==> src/rtl/demultiplexer_tdm.sv <==
// TDM receive demultiplexer: rebuilds a WIDTH-bit frame from a swept 1-bit stream.
// Optional DEMUX_FRAME_CNT_EN adds an 8-bit delivered-frame counter output.
module demultiplexer_tdm #(
    parameter int WIDTH = 4,
    parameter int SEL_W = 2
) (
    input  logic             clk,
    input  logic             reset_n,
    input  logic             in_valid,
    input  logic             Y,
    input  logic [SEL_W-1:0] C,
    output logic [WIDTH-1:0] X,
    output logic             out_valid,
    input  logic             out_ready,
    output logic             seq_err,
`ifdef DEMUX_FRAME_CNT_EN
    output logic             overrun,
    output logic [7:0]       frame_cnt
`else
    output logic             overrun
`endif
);

    localparam logic [SEL_W-1:0] LAST = SEL_W'(WIDTH - 1);

    typedef enum logic {IDLE, COLLECT} state_t;

    state_t           state_q, state_d;
    logic [SEL_W-1:0] exp_q, exp_d;
    logic [WIDTH-1:0] shadow_q, shadow_d;
    logic [WIDTH-1:0] x_q, x_d;
    logic             valid_q, valid_d;
    logic             seq_err_q, seq_err_d;
    logic             overrun_q, overrun_d;
    logic             complete;
    logic             deliver;

    assign deliver = valid_q && out_ready;

    always_comb begin
        state_d   = state_q;
        exp_d     = exp_q;
        shadow_d  = shadow_q;
        x_d       = x_q;
        valid_d   = valid_q;
        seq_err_d = 1'b0;
        overrun_d = 1'b0;
        complete  = 1'b0;

        if (deliver) begin
            valid_d = 1'b0;
        end

        if (in_valid) begin
            case (state_q)
                IDLE: begin
                    if (C == '0) begin
                        shadow_d[0] = Y;
                        exp_d       = SEL_W'(1);
                        state_d     = COLLECT;
                    end
                end
                COLLECT: begin
                    if (C == exp_q) begin
                        shadow_d[C] = Y;
                        if (C == LAST) begin
                            complete = 1'b1;
                            exp_d    = '0;
                            state_d  = IDLE;
                        end else begin
                            exp_d = exp_q + SEL_W'(1);
                        end
                    end else if (C == '0) begin
                        // Out-of-order channel 0 is treated as the start of a fresh sweep.
                        seq_err_d   = 1'b1;
                        shadow_d[0] = Y;
                        exp_d       = SEL_W'(1);
                    end else begin
                        seq_err_d = 1'b1;
                        exp_d     = '0;
                        state_d   = IDLE;
                    end
                end
                default: begin
                    state_d = IDLE;
                    exp_d   = '0;
                end
            endcase
        end

        // shadow_d already carries the final bit, so it is the whole new frame.
        if (complete) begin
            if (!valid_q || out_ready) begin
                x_d     = shadow_d;
                valid_d = 1'b1;
            end else begin
                overrun_d = 1'b1;
            end
        end
    end

    always_ff @(posedge clk or negedge reset_n) begin
        if (!reset_n) begin
            state_q   <= IDLE;
            exp_q     <= '0;
            shadow_q  <= '0;
            x_q       <= '0;
            valid_q   <= 1'b0;
            seq_err_q <= 1'b0;
            overrun_q <= 1'b0;
        end else begin
            state_q   <= state_d;
            exp_q     <= exp_d;
            shadow_q  <= shadow_d;
            x_q       <= x_d;
            valid_q   <= valid_d;
            seq_err_q <= seq_err_d;
            overrun_q <= overrun_d;
        end
    end

`ifdef DEMUX_FRAME_CNT_EN
    logic [7:0] cnt_q, cnt_d;

    always_comb begin
        cnt_d = cnt_q;
        if (deliver) begin
            cnt_d = cnt_q + 8'd1;
        end
    end

    always_ff @(posedge clk or negedge reset_n) begin
        if (!reset_n) begin
            cnt_q <= '0;
        end else begin
            cnt_q <= cnt_d;
        end
    end

    assign frame_cnt = cnt_q;
`endif

    assign X         = x_q;
    assign out_valid = valid_q;
    assign seq_err   = seq_err_q;
    assign overrun   = overrun_q;

endmodule

==> config.mk <==
export PLATFORM = sky130hd
export DESIGN_NAME = demultiplexer_tdm
export DESIGN_NICKNAME = d
export VERILOG_FILES = /design/src/rtl/demultiplexer_tdm.sv
export SDC_FILE = /design/constraint.sdc
export NUM_CORES = 1
export LEC_CHECK = 0
export CAP_MARGIN = 40
export CORE_UTILIZATION = 46
export DETAILED_ROUTE_END_ITERATION = 12
export GPL_TIMING_DRIVEN = 0
export HOLD_SLACK_MARGIN = 0.1
export PLACE_DENSITY = 0.74
export REMOVE_ABC_BUFFERS = 1
export SLEW_MARGIN = 20
export SYNTH_ARGS = -nofsm -noshare
export SYNTH_HDL_FRONTEND = slang
export SYNTH_SLANG_ARGS = --single-unit
==> constraint.sdc <==
create_clock -name clk -period 1.5 [get_ports clk]
set_input_delay 0.3 -clock clk [delete_from_list [all_inputs] [get_ports clk]]
set_output_delay 0.3 -clock clk [all_outputs]
set_load 0.01 [all_outputs]
==> Word-level counts from Yosys, hierarchy flattened <==
Index checks and enable logic that the tools add are counted.
{ "totals": {"input_bits": 7, "reg_bits": 14, "elab_cells": 51} }
{ "op_classes": {"n_bitwise": 1, "n_eq_ne": 3, "addsub": 1, "muxes": 30, "n_reduce_logical": 7, "magnitude_cmp": 2} }
{ "ops": {"columns": ["cell", "count"], "rows": [
  ["$mux 1", 19],
  ["$mux 2", 3],
  ["$mux 3", 2],
  ["$bwmux 4", 1],
  ["$mux 4", 1],
  ["$pmux 1 s2", 2],
  ["$pmux 2 s2", 1],
  ["$reduce_and 2->1", 2],
  ["$lt 2x3->1 const B", 1],
  ["$add 2x1->2 const B", 1],
  ["$demux 1 s2", 1],
  ["$eq 2x2->1", 1],
  ["$eq 2x2->1 const B", 1],
  ["$ge 2x1->1 const B", 1],
  ["$logic_and 1x1->1", 2],
  ["$logic_not 2->1", 1],
  ["$ne 2x2->1 const B", 1],
  ["$logic_not 1->1", 1],
  ["$logic_or 1x1->1", 1],
  ["$not 1->1", 1]
]} }

==> Longest topological paths before layout <==
Gate-level depths: netlist of run 1.
{ "depth": {"depth_word": 8, "depth_mapped": 4, "mapped_depth_nobuf": 3} }

==> Worst setup path after synthesis of run 1 <==
OpenSTA, ideal clock, no wires.
{ "synth_timing": {"path_kind": "input to register", "startpoint": "input C[0]", "endpoint": "register x_q[0] (netlist: X[0])", "required_time_ps": 1375, "path_buffers": 1, "path_stages": 4, "arrival_ps": 1253, "slack_ps": 122, "path_cell_list": "buf_2 -> nor3b_1 -> mux2_2 -> mux2_2"} }
{ "synth_via": {"elab_chain_cells": 8, "elab_cells_between_ends": 18, "cone_classes": "order compare (2); eq/ne (2); mux (11); reduce/logical (3)"} }
{ "synth_rtl": {"columns": ["item", "line_no", "rtl"], "rows": [
  ["from (decl)", "11", "input logic [SEL_W-1:0] C,"],
  ["$lt 2x3->1 (not written as such) or $ge 2x1->1 (tied branches)", "65", "shadow_d[C] = Y;"],
  ["$logic_and 1x1->1 (not written as such)", "65", null],
  ["$mux 1 (not written as such)", "65", null],
  ["$demux 1 s2", "65", null],
  ["$bwmux 4", "65", null],
  ["$mux 1", "64", "if (C == exp_q) begin"],
  ["$pmux 1 s2 (*)", "55", "case (state_q)"],
  ["$mux 4 (*)", "54", "if (in_valid) begin"],
  ["net shadow_d[0]", "30", "logic [WIDTH-1:0] shadow_q, shadow_d;"],
  ["to (signal assigned)", "107", "x_q <= '0;"],
  ["to (signal assigned)", "115", "x_q <= x_d;"],
  ["to (decl)", "31", "logic [WIDTH-1:0] x_q, x_d;"]
]} }
The timed path passes the listed nets; every way through them passes the cells marked *.
A chain may end at the register's enable or synchronous reset.

==> Final worst setup path of run 1 <==
{ "layout_timing": {"startpoint": "register x_q[0] (netlist: X[0])", "endpoint": "output X[0]"} }
{ "layout_lines": {"columns": ["item", "line_no", "rtl"], "rows": [
  ["to (decl)", "12", "output logic [WIDTH-1:0] X,"]
]} }
No word-level cell between the ends.

==> results of run 1 <==
[layout by cell type, fill, tap and decap left out, types with 2 or more instances in the layout]
| master | synthesis | routed |
|---|---|---|
| dlygate4sd2_1 | 0 | 3 |
| dfrtp_2 | 0 | 2 |
| inv_1 | 5 | 5 |
| nand2_1 | 5 | 5 |
| xnor2_1 | 2 | 2 |
| dfrtp_1 | 13 | 11 |
| clkbuf_4 | 0 | 3 |
| dlymetal6s2s_1 | 0 | 4 |
| clkdlybuf4s50_1 | 0 | 6 |
| mux2_2 | 4 | 4 |
| o21ai_0 | 2 | 2 |
[per-layer routing]
| layer | GRT usage | up-vias | routed length [µm] | share of wire |
|---|---|---|---|---|
| met1 | 0.210 | 221 | 522 | 0.47 |
| met4 | 0.103 | 0 | 13 | 0.012 |
| met3 | 0.0520 | 2 | 46 | 0.042 |
| met5 | 0 | - | 0 | 0 |
| met2 | 0.275 | 9 | 521 | 0.47 |
| li1 | - | 218 | - | - |
[power by group through the flow]
| stage | Sequential [mW] | Combinational (mW) | Clock [mW] |
|---|---|---|---|
| 2_1_floorplan | 0.542 | 0.173 | 0 |
| 3_3_place_gp | 0.533 | 0.329 | 0 |
| 3_5_place_dp | 0.537 | 0.340 | 0 |
| 4_1_cts | 0.532 | 0.338 | 0.228 |
| 5_1_grt | 0.547 | 0.355 | 0.245 |
| 6_report | 0.538 | 0.326 | 0.220 |
[worst paths after layout]
kind	cells after the start	endpoint	from	slack, ps
worst min register to register	1	shadow_q[0]	shadow_q[0]	500
worst max-delay path	1	X[0]	X[0]	30
worst min-delay path	1	state_q	reset_n	390
max in group asynchronous	1	exp_q[1]	reset_n	690
worst max register to register	3	X[3]	exp_q[0]	90
min in group clk	1	shadow_q[0]	shadow_q[0]	500
[kinds of logic after synthesis]
group / after synthesis / share of synthesized area
AO/OA/AOI/OAI: 12 / 0.138
XOR/XNOR: 2 / 0.0281
buffers and inverters: 7 / 0.0461
flip-flops: 13 / 0.521
multiplexers: 5 / 0.0882
AND/OR/NAND/NOR: 15 / 0.178
[registers in the layout (all words and copies together), names as in the netlist]
name       flops
state_q        1
out_valid      1
seq_err        1
shadow_q       3
overrun        1
exp_q          2
X              4
[final cells by class]
| class | instances | area [µm²] | area share |
|---|---|---|---|
| Timing Repair Buffer | 13 | 136 | 0.171 |
| Tap cell | 14 | 17.5 | 0.0220 |
| Inverter | 5 | 18.8 | 0.0235 |
| Sequential cell | 13 | 328 | 0.411 |
| Multi-Input combinational cell | 34 | 270 | 0.339 |
| Clock buffer | 4 | 26.3 | 0.0330 |
[metrics by stage]
stage / setup slack (ps) / instance area (µm²)
after floorplan: 166 / 614
after global placement: -442 / 762
after detailed placement: -447 / 762
after CTS: 19.0 / 785
after global routing: 7.23 / 797
final: 34.2 / 797
==> results.md, run 1 <==
* Fin. max-slew vios at 0
* Pint at 0.739 mW
* Syn Inst Count at between 50 and 60
* YS warnings at 0
* Combinational power share at 0.301
* Fin crit period at 1470 ps
* Layout cell share with drive strength beyond 1 at 0.188
* Fillers at about 100
* Crit path DAT at about 1200 ps
* TNS Setup at 0 ps
* Routed vias at 450
* Fin. Hold Viols at 0
* DRC at 0
* Post-synth EDFFs at 0
* Mean number of vias per cell at between 5 and 6
* Area Overhead vs Synth at 27.7%
* Number of hold buffers added after cts at 0
* Most common cell in the netlist: dfrtp_1
* WP buf/inv at 1
* Least-Margin Pin Slew at 588 ps
* CP max stage cell: clkdlybuf4s50_1
* Starting DRT DRC Count at 4
* Syn Area/Cell at approximately 12 µm²
* CTS Buf Count at 3
* Clock Power Share at 0.203
* Largest net degree at the start of global routing at 14
* Die Width at 38.8 µm
* CTS Buffer Depth at 2
* Unrepaired setup endpoints after global routing: false
* P_sw at 0.344 mW
* CP endpoint kind: output pin
* Layout Utilization at 0.672
* Placed cell count at 79
* Min Hold Slack at 390 ps
* # Post-CTS Setup Buffers at 0
* F_max at roughly 0.68 GHz
* Flop pwr share at 0.496
* Status: completed
* Top cell types by occurrence after synthesis: 13 x dfrtp_1, 5 x inv_1, 5 x nand2_1, 4 x mux2_2
* Largest cells by area after synthesis: dfrtp_1 52%, mux2_2 7.2%, nand4_4 3.4%
* Antenna violations before repair at 0
* Nets at 77
* Post-synth top area share at 0.521
* # port buffers at 13
* Leak Pwr at between 0.4 and 0.5 nW
* Post-CTS sizing at 3
* Ordered cell list for the critical path: clkdlybuf4s50_1
* Initial Utilization at 0.526
* First-pass GRT wire length at 1700 µm
* Area of the die at about 1500 µm²
* Mapped Area at about 620 µm²
* Clk root buf: clkbuf_4
* Die H at 38.8 µm
* #FFs+latches synth at 13
* Final Cycle Share at 0.977
* CP max stage delay at roughly 530 ps
* Core area at 1190 µm²
* I/O Pins at 14
* Overall power at 1.08 mW
* Worst Path Max Fanout at 2
* Post-DR wirelength/cell at roughly 13 µm
* Number of cell rows at 12
* Family with the most delay on the worst path: buffers and inverters
* CTS tree: done
* Max H-tree Level at 1
* CTS sink cnt at 13
* Pwr dens at between 1000 and 1500 nW/µm²
* Setup violations, final at 0
* Worst slew margin at 0.607
* DP HPWL at between 800 and 900 µm
* Total grt overflow at 0
* HP Class: in2async
* Number of global-route vias before repair at 400
* DR pass1 iterations at 2
* Detailed Route WL at around 1100 µm
* Seq/Total Area, Yosys at 0.521
* Post-route insts no fill at between 80 and 90
* Clk_lat worst skew at approximately 280 ps
* GRT Total Usage at 0.176
* Worst VDD drop at about 0.86 mV
* Max Cap Viol at 0
* Critical Path Source Type: flop
* Clk slew on worst S/H paths at roughly 80 ps
* Top_reg_cell synth: dfrtp_1
* RePlAce Congestion at between 0.7 and 0.8
* Routed Antenna Nets at 0
* Skew final at approximately 3.5 ps
* Synth unique cells at 28
* WP data required at roughly 1200 ps
* Switching Share at 0.318
* Synth async-reset ratio at 1.00
* Number of diodes at 0
* Crit Path Class: reg2out
* Leading area contributor after synthesis: dfrtp_1
No activity file was read; power rests on OpenSTA's default activity.
==> run 2, diff against run 1 <==
--- a/config.mk
+++ b/config.mk
@@ -6,11 +6,14 @@
 export NUM_CORES = 1
 export LEC_CHECK = 0
 export CAP_MARGIN = 40
-export CORE_UTILIZATION = 46
+export CELL_PAD_IN_SITES_DETAIL_PLACEMENT = 0
+export CELL_PAD_IN_SITES_GLOBAL_PLACEMENT = 2
+export CORE_UTILIZATION = 30
 export DETAILED_ROUTE_END_ITERATION = 12
 export GPL_TIMING_DRIVEN = 0
 export HOLD_SLACK_MARGIN = 0.1
-export PLACE_DENSITY = 0.74
+export MAX_ROUTING_LAYER = met4
+export PLACE_DENSITY_LB_ADDON = 0.1
 export REMOVE_ABC_BUFFERS = 1
 export SLEW_MARGIN = 20
 export SYNTH_ARGS = -nofsm -noshare
==> results.md, run 2 (synthesized netlist as in run 1, its figures left out) <==
* Final Cycle Share at 0.960
* Pre-CTS setup slack at -471 ps
* Worst VDD drop at about 0.69 mV
* Crit Path Class: reg2out
* CTS sink cnt at 13
* Clk_lat worst skew at ~270 ps
* Fin. Hold Viols at 0
* Nets at 77
* Commonest non-fill, non-tap cell in the layout: dfrtp_1
* DP HPWL at a little over 800 µm
* CP max stage delay at 530 ps
* Clk root buf: clkbuf_4
* Die Width at roughly 48 µm
* Mean number of vias per cell at about 4.7
* Die H at between 40 and 50 µm
* Largest net degree at the start of global routing at 14
* # Post-CTS Setup Buffers at 0
* Fin crit period at between 1000 and 1500 ps
* RePlAce Congestion at 0.740
* Layout cell share with drive strength beyond 1 at 0.188
* Setup ws final at ~60 ps
* CTS Buffer Depth at 2
* First-pass GRT wire length at roughly 1800 µm
* TNS Setup at 0 ps
* Finished Cell Area at roughly 810 µm²
* Initial Utilization at 0.318
* # port buffers at 13
* WP data required at about 1200 ps
* F_max at about 0.69 GHz
* Max reg flops at 4
* Number of hold buffers added after cts at 0
* CP endpoint kind: output pin
* Family with the most delay on the worst path: buffers and inverters
* DRC at 0
* Worst Path Max Fanout at 2
* DR pass1 iterations at 3
* Critical Path Source Type: flop
* Ordered cell list for the critical path: clkdlybuf4s50_1
* WP buf/inv at 1
* Max Cap Viol at 0
* Area Overhead vs Synth at 30.3%
* Area of the die at 2270 µm²
* Number of cell rows at 16
* Number of diodes at 0
* CP max stage cell: clkdlybuf4s50_1
* Number of global-route vias before repair at between 400 and 500
* Setup violations, final at 0
* Detailed Route WL at between 1000 and 1500 µm
* Unrepaired setup endpoints after global routing: false
* Placed Instance Area at approximately 800 µm²
* Max H-tree Level at 1
* Pwr dens at around 1300 nW/µm²
* Total grt overflow at 0
* Starting DRT DRC Count at 6
* Fillers at 214
* Routed Antenna Nets at 0
* Post-DR wirelength/cell at roughly 12 µm
* CTS tree: done
* CTS Buf Count at 3
* Status: completed
* Least-Margin Pin Slew at 598 ps
* Core area at 1960 µm²
* Skew final at 4.03 ps
* GRT Total Usage at 0.125
* Crit path DAT at ~1100 ps
* HP Class: in2async
* Antenna violations before repair at 0
* Most frequent cells in the layout: 12 x dfrtp_1, 6 x clkdlybuf4s50_1, 5 x inv_1, 5 x nand2_1
* Routed vias at 450
* Leak Pwr at roughly 0.41 nW
* I/O Pins at 14
* Worst slew margin at 0.600
* Clk slew on worst S/H paths at approximately 80 ps
* Fin. max-slew vios at 0
run 2: changes by cell type in the layout (fill, tap and decap cells not counted):
| cell | delta |
|---|---|
| clkbuf_1 | -1 |
| dfrtp_2 | -1 |
| dfrtp_1 | +1 |
| clkinv_2 | +1 |
run 2: through the flow:
stage | utilization | power [mW] | hold WS [ps] | cells
floorplan | - | 0.715 | 4.41 | 52
CTS | 0.409 | 1.09 | 415 | 96
detailed placement | 0.397 | 0.873 | 484 | 92
global route | 0.415 | 1.14 | 448 | 96
finish | 0.415 | 1.06 | 402 | 96
global placement | 0.397 | 0.873 | 479 | 92
run 2: timing repair:
item	CTS	global route
gates resized for setup	3	5
endpoints found under the hold margin	0	0
pin swaps	0	0
cloned	0	0
setup endpoints to repair	3	7
run 2: layout make-up:
| type | count | area, µm² | area share |
|---|---|---|---|
| Clock buffer | 3 | 22.5 | 0.0277 |
| Tap cell | 27 | 33.8 | 0.0415 |
| Multi-Input combinational cell | 34 | 270 | 0.332 |
| Sequential cell | 13 | 327 | 0.402 |
| Clock inverter | 1 | 5.00 | 0.00615 |
| Inverter | 5 | 18.8 | 0.0231 |
| Timing Repair Buffer | 13 | 136 | 0.168 |
run 2: metal layers:
metal	track usage	share of wire	vias up
met2	0.186	0.46	10
met4	0.0333	0	0
met1	0.153	0.48	217
met5	-	0	-
met3	0.0566	0.053	0
li1	-	-	223
run 2: worst paths after layout:
| kind | end | slack, ps | startpoint | depth (start not counted) |
|---|---|---|---|---|
| max | out_valid | 60 | out_valid | 1 |
| max reg2reg | X[3] | 70 | exp_q[1] | 3 |
| max in group asynchronous | state_q | 680 | reset_n | 1 |
| min in group clk | shadow_q[1] | 500 | shadow_q[1] | 2 |
| min | shadow_q[1] | 400 | reset_n | 1 |
| min reg2reg | shadow_q[1] | 500 | shadow_q[1] | 2 |
run 2: worst reg2reg max path, cell delays in order, from the launching register on:
cell and delay, ps:
dfrtp_1 470, nand4_4 150, nor3b_4 340, mux2_2 370
run 2: where the power goes:
part	internal (mW)	switching, mW	total (mW)	leakage (nW)
sequential	0.446	0.0821	0.528	0.166
clock	0.0986	0.111	0.210	0.0177
combinational	0.184	0.135	0.319	0.227
==> run 3, diff against run 2 <==
--- a/config.mk
+++ b/config.mk
@@ -9,13 +9,13 @@
 export CELL_PAD_IN_SITES_DETAIL_PLACEMENT = 0
 export CELL_PAD_IN_SITES_GLOBAL_PLACEMENT = 2
 export CORE_UTILIZATION = 30
+export CTS_CLUSTER_SIZE = 20
 export DETAILED_ROUTE_END_ITERATION = 12
 export GPL_TIMING_DRIVEN = 0
 export HOLD_SLACK_MARGIN = 0.1
 export MAX_ROUTING_LAYER = met4
 export PLACE_DENSITY_LB_ADDON = 0.1
 export REMOVE_ABC_BUFFERS = 1
-export SLEW_MARGIN = 20
 export SYNTH_ARGS = -nofsm -noshare
 export SYNTH_HDL_FRONTEND = slang
 export SYNTH_SLANG_ARGS = --single-unit
==> results of run 3 <==
The final DEF is identical to that of run 2; final timing and power are the same.
==> patch 1: new RTL, flow settings as in run 2 <==
`WIDTH`: 4 -> 6.
--- a/src/rtl/demultiplexer_tdm.sv
+++ b/src/rtl/demultiplexer_tdm.sv
@@ -1,7 +1,7 @@
 // TDM receive demultiplexer: rebuilds a WIDTH-bit frame from a swept 1-bit stream.
 // Optional DEMUX_FRAME_CNT_EN adds an 8-bit delivered-frame counter output.
 module demultiplexer_tdm #(
-    parameter int WIDTH = 4,
+    parameter int WIDTH = 6,
     parameter int SEL_W = 2
 ) (
     input  logic             clk,
Ports: changed (resized X); port bits go from 14 to 16. No check against the original RTL was run, so the function may have changed too.
==> patch 1 against run 2 <==
  * The flow now finishes with violations (setup timing)
  * Sequential cell count did not move
  * Synthesized area fell by 2.4%
  * Final cell count did not move
  * Via count fell by 1.1%
  * Critical path depth rose by 3
  * Wire length rose by 5.0%
  * Cell area rose by 0.46%
  * Sequential share of layout area fell by 0.18 points
  * Setup slack got worse by 140 ps
  * Power fell by 27%
  * Worst hold slack got worse by 9.2 ps
  * Utilization rose by 3.4 points
  * Register-to-register slack got worse by 140 ps
  * Clock skew fell by 3.4 ps
  * Critical endpoint is now X[0]
  * Largest cell class unchanged
  * Largest power group unchanged
  * Highest routed layer unchanged
==> patch 1: results (changes against run 2) <==
* Worst-Margin Slew at 567 ps (-31.3 ps)
* Post-detail-place hpwl at 842 um (+2.5%)
* Final Wtd Congestion at 0.702 (-5.1%)
* Ys async rst share at 100% (unchanged)
* Multi-input gate area at 263 um2 (-2.8%)
* Critical path fanouts, max at 4 (+2)
* Adder-cell share of the synthesized area at 0% (unchanged)
* Port-buffer cells at 13 (unchanged)
* Htree depth at 1 (unchanged)
* Commonest cells in the netlist: 13 x dfrtp_1, 6 x nand2_1, 4 x mux2_4, 4 x o21ai_0
* Status: finished with violations
* Fillers at 191 (-11%)
* Final worst slack at -78.7 ps (-139 ps)
* Ys Warns at 0 (unchanged)
* GRT Util Overall at 13.5% (+1.0 points)
* Vias in the first global route at 424 (+0.95%)
* DRT iter0 DRCs at 7 (+1)
* Synth unique cells at 26 (-7.1%)
* Initial antenna violation count at 0 (unchanged)
* Share of layout cells above drive strength 1 at 23.9% (+5.1 points)
* Detailed-route via count at 445 (-1.1%)
* Failing checks: setup timing
* Final setup fails at 4 (+4)
* Synth Flop Type: dfrtp_1
* Worst-path clk slew at approximately 70 ps
* Worst Path Arrival at 1740 ps (+600 ps)
* Mux contribution to synthesized area at 11.7% (+2.9 points)
* Part of the Yosys area used for sequential elements at 53.4% (+1.3 points)
* Inserted Clock Buffers at 3 (unchanged)
* Post-DR wirelength/cell at 12.1 um (+5.0%)
* Clock Skew at 0.643 ps (-3.39 ps)
* LEAKAGE at 0.462 nW (+12%)
* Placed insts at 88 (-4.3%)
* Largest net degree at the start of global routing at 14 (unchanged)
* CTS root buf: clkbuf_4
* Complex-gate fraction of the synthesized area at 14.2% (+0.34 points)
* Xor/xnor share of the synthesized area at 1.44% (-1.4 points)
* Clock Tree Buf Depth at 2 (unchanged)
* Maximum vdd ir drop at 0.523 mV (-24%)
* Clk_lat worst skew at 270 ps (about the same)
* Avg Inst Size Synth at 11.7 um2 (+1.3%)
* First-pass GRT wire length at 1.93 mm (+4.5%)
* Largest register FFs at 4 (unchanged)
* Largest cells by area after synthesis: dfrtp_1 53%, mux2_4 9.9%, nand2_1 3.7%, o21ai_0 3.3%, a21o_1 2.5%
* HP Class: in -> async
* Area after DPL at 754 um2 (-3.1%)
* NumNets Final at 79 (+2.6%)
* Drt first pass iters at 3 (unchanged)
* Final Non-Filler Cells at 96 (unchanged)
* Diode count at 0 (unchanged)
==> patch 1: routing by layer <==
metal	vias up	global-route usage (%)	part of all wire [%]
met4	0	5.14	0
met5	-	-	0
met2	14	19.2	44
met3	0	4.62	5.1
met1	213	17.6	50
li1	218	-	-
==> patch 1: worst paths after layout <==
check | endpoint | from | cells past startpoint | slack (ps)
max | X[0] | out_ready | 4 | -80
min | X[1] | reset_n | 1 | 390
max reg2reg | X[0] | exp_q[1] | 3 | -70
min reg2reg | shadow_q[0] | shadow_q[0] | 1 | 500
max in group asynchronous | exp_q[0] | reset_n | 1 | 700
min in group clk | seq_err | C[0] | 3 | 440
==> patch 1: critical path, stage by stage <==
cell and delay, ps:
clkdlybuf4s50_1 440, nand2b_1 140, or4b_4 530, mux2_4 320
==> patch 1: power breakdown <==
| group | internal (mW) | total (mW) | switching [mW] |
|---|---|---|---|
| Combinational | 0.0927 | 0.162 | 0.0688 |
| Sequential | 0.382 | 0.397 | 0.0154 |
| Clock | 0.103 | 0.208 | 0.105 |
| Total | 0.577 | 0.766 | 0.189 |
==> patch 1: per-stage QoR <==
step / worst slack, ps / TNS [ps] / hold WS, ps
after floorplan: -110 / -439 / 4.41
after global placement: -658 / -3830 / 489
after detailed placement: -661 / -3860 / 495
after CTS: -75.9 / -289 / 411
after global routing: -118 / -454 / 437
final: -78.7 / -304 / 393
==> patch 1: area by class of cell <==
type,instances,area share [%]
Timing Repair Buffer,17,19.9
Sequential cell,13,40.0
Clock buffer,4,3.22
Multi-Input combinational cell,35,32.2
Tap cell,25,3.83
Inverter,2,0.919
==> patch 1: repair_timing <==
action                     4_1_cts  5_1_grt
setup endpoints to repair        5        8
setup buffers                    4        0
pin swaps                        1        0
resized for setup                6        5
==> patch 2: new RTL, config.mk and constraints of run 2 <==
Made on the original files. The output `seq_err` loses its register stage (`seq_err_q` becomes a continuous assignment).
--- a/src/rtl/demultiplexer_tdm.sv
+++ b/src/rtl/demultiplexer_tdm.sv
@@ -106,7 +106,6 @@
             shadow_q  <= '0;
             x_q       <= '0;
             valid_q   <= 1'b0;
-            seq_err_q <= 1'b0;
             overrun_q <= 1'b0;
         end else begin
             state_q   <= state_d;
@@ -114,10 +113,11 @@
             shadow_q  <= shadow_d;
             x_q       <= x_d;
             valid_q   <= valid_d;
-            seq_err_q <= seq_err_d;
             overrun_q <= overrun_d;
         end
     end
+
+    assign seq_err_q = seq_err_d;
 
 `ifdef DEMUX_FRAME_CNT_EN
     logic [7:0] cnt_q, cnt_d;
Behaviour: not the same (Yosys sat finds a counterexample within 4 cycles, from zero or initial values and one cycle with reset_n low).
==> patch 2 against run 2 <==
  * Utilization grew 3.3 points
  * Power shrank 23%
  * Synthesized cell count shrank 7.4%
  * Sequential cell count shrank 1
  * Non-clock buffer count grew 3
  * Cell area shrank 2.9%
  * Setup slack gained 2.8 ps
  * Synthesized area shrank 7.8%
  * Wire length grew 1.2%
  * Register-to-register slack gained 30 ps
  * Via count shrank 1.6%
  * Die area shrank 7.5%
  * Critical path type unchanged
  * Largest power group unchanged
==> patch 2: results (changes against run 2) <==
* Clock buf/inv share at 2.85% (-0.53 points)
* Commonest cells in the netlist: 12 x dfrtp_1, 5 x mux2_2, 4 x nand2_1, 4 x o21ai_0, 3 x inv_1
* NonClk Buf Share at 18.9% (+2.1 points)
* Xor/xnor share of the synthesized area at 3.04% (+0.24 points)
* Complex-gate fraction of the synthesized area at 12.8% (-1.0 points)
* Nonclk inv count at 3 (-2)
* Largest net degree at the start of global routing at 13 (-1)
* Share of layout cells above drive strength 1 at 30.9% (+12 points)
* Non-clk bufs at 16 (+3)
* Crit-path leading delay family: buffers and inverters
* Detailed-route via count at 443 (-1.6%)
* Part of the Yosys area used for sequential elements at 52.2% (+0.070 points)
* Avg Inst Size Synth at 11.5 um2 (-0.44%)
* Sequential cell area share at 38.5% (-1.6 points)
* Post-detail-place hpwl at 764 um (-7.0%)
* LEAKAGE at 0.382 nW (-7.1%)
* Routed WL at 1.12 mm (+1.2%)
* Worst-Margin Slew at 549 ps (-49.1 ps)
* Fillers at 184 (-14%)
* Via-to-Cell Ratio at 4.76 (+1.6%)
* Mux contribution to synthesized area at 12.4% (+3.6 points)
* Hold slack at 389 ps (-13.2 ps)
* Synth unique cells at 24 (-14%)
* R2r setup slk at 100 ps (+30 ps)
* GRT Util Overall at 13.4% (+0.85 points)
* Placed insts at 87 (-5.4%)
* Maximum vdd ir drop at 0.540 mV (-22%)
* DRT iter0 DRCs at 3 (-3)
* First-pass GRT wire length at 1.86 mm (+0.38%)
* Ys async rst share at 100% (unchanged)
* Vias in the first global route at 432 (+2.9%)
* Multi-input gate area at 272 um2 (+0.46%)
* Yosys reg bits at 12 (-1)
* Status: completed
## patch 2: cell count changes in the layout (fill, tap and decap cells not counted), sizes merged, moves of 2 or more
cell and delta:
mux2 +2, dlymetal6s2s -2, buf +4, inv -2
## patch 2: routing by layer
| metal | vias up | GRT usage (%) | part of all wire, % | wire [um] |
|---|---|---|---|---|
| li1 | 217 | - | - | - |
| met1 | 212 | 15.6 | 44 | 494 |
| met2 | 14 | 20.9 | 49 | 545 |
| met3 | 0 | 7.14 | 7.4 | 83 |
| met4 | 0 | 1.76 | 0 | 0 |
| met5 | - | - | 0 | 0 |
## patch 2: power by group through the flow
stage | clock [mW] | sequential (mW) | combinational [mW]
final | 0.188 | 0.411 | 0.209
after global routing | 0.219 | 0.418 | 0.232
after CTS | 0.199 | 0.411 | 0.213
after detailed placement | 0 | 0.425 | 0.179
after global placement | 0 | 0.427 | 0.179
after floorplan | 0 | 0.419 | 0.103
## patch 2: cells by family (layout without fill, tap and decap cells)
logic type | Yosys count | count (layout)
xor+xnor | 2 | 2
mux | 6 | 6
buf+inv | 4 | 22
simple gates | 15 | 15
flops | 12 | 12
compound gates | 11 | 11
## patch 2: final timing paths
kind	depth (start not counted)	from	to
worst max-delay path	1	X[2]	X[2]
worst min-delay path	1	reset_n	state_q
max in group asynchronous	1	reset_n	exp_q[1]
worst min register to register	1	shadow_q[0]	shadow_q[0]
min in group clk	1	shadow_q[0]	shadow_q[0]
worst max register to register	4	exp_q[1]	X[1]
## patch 2: through the flow
step           worst slack, ps  cell area, um2
6_report                  63.5             790
5_1_grt                   2.19             790
4_1_cts                   28.4             778
3_5_place_dp              -545             733
3_3_place_gp              -565             733
2_1_floorplan              153             572
## patch 2: timing repair
action	in CTS	in global routing
pin swaps	0	1
gates resized for setup	10	4
buffers inserted	3	0
endpoints found under the setup margin	6	8
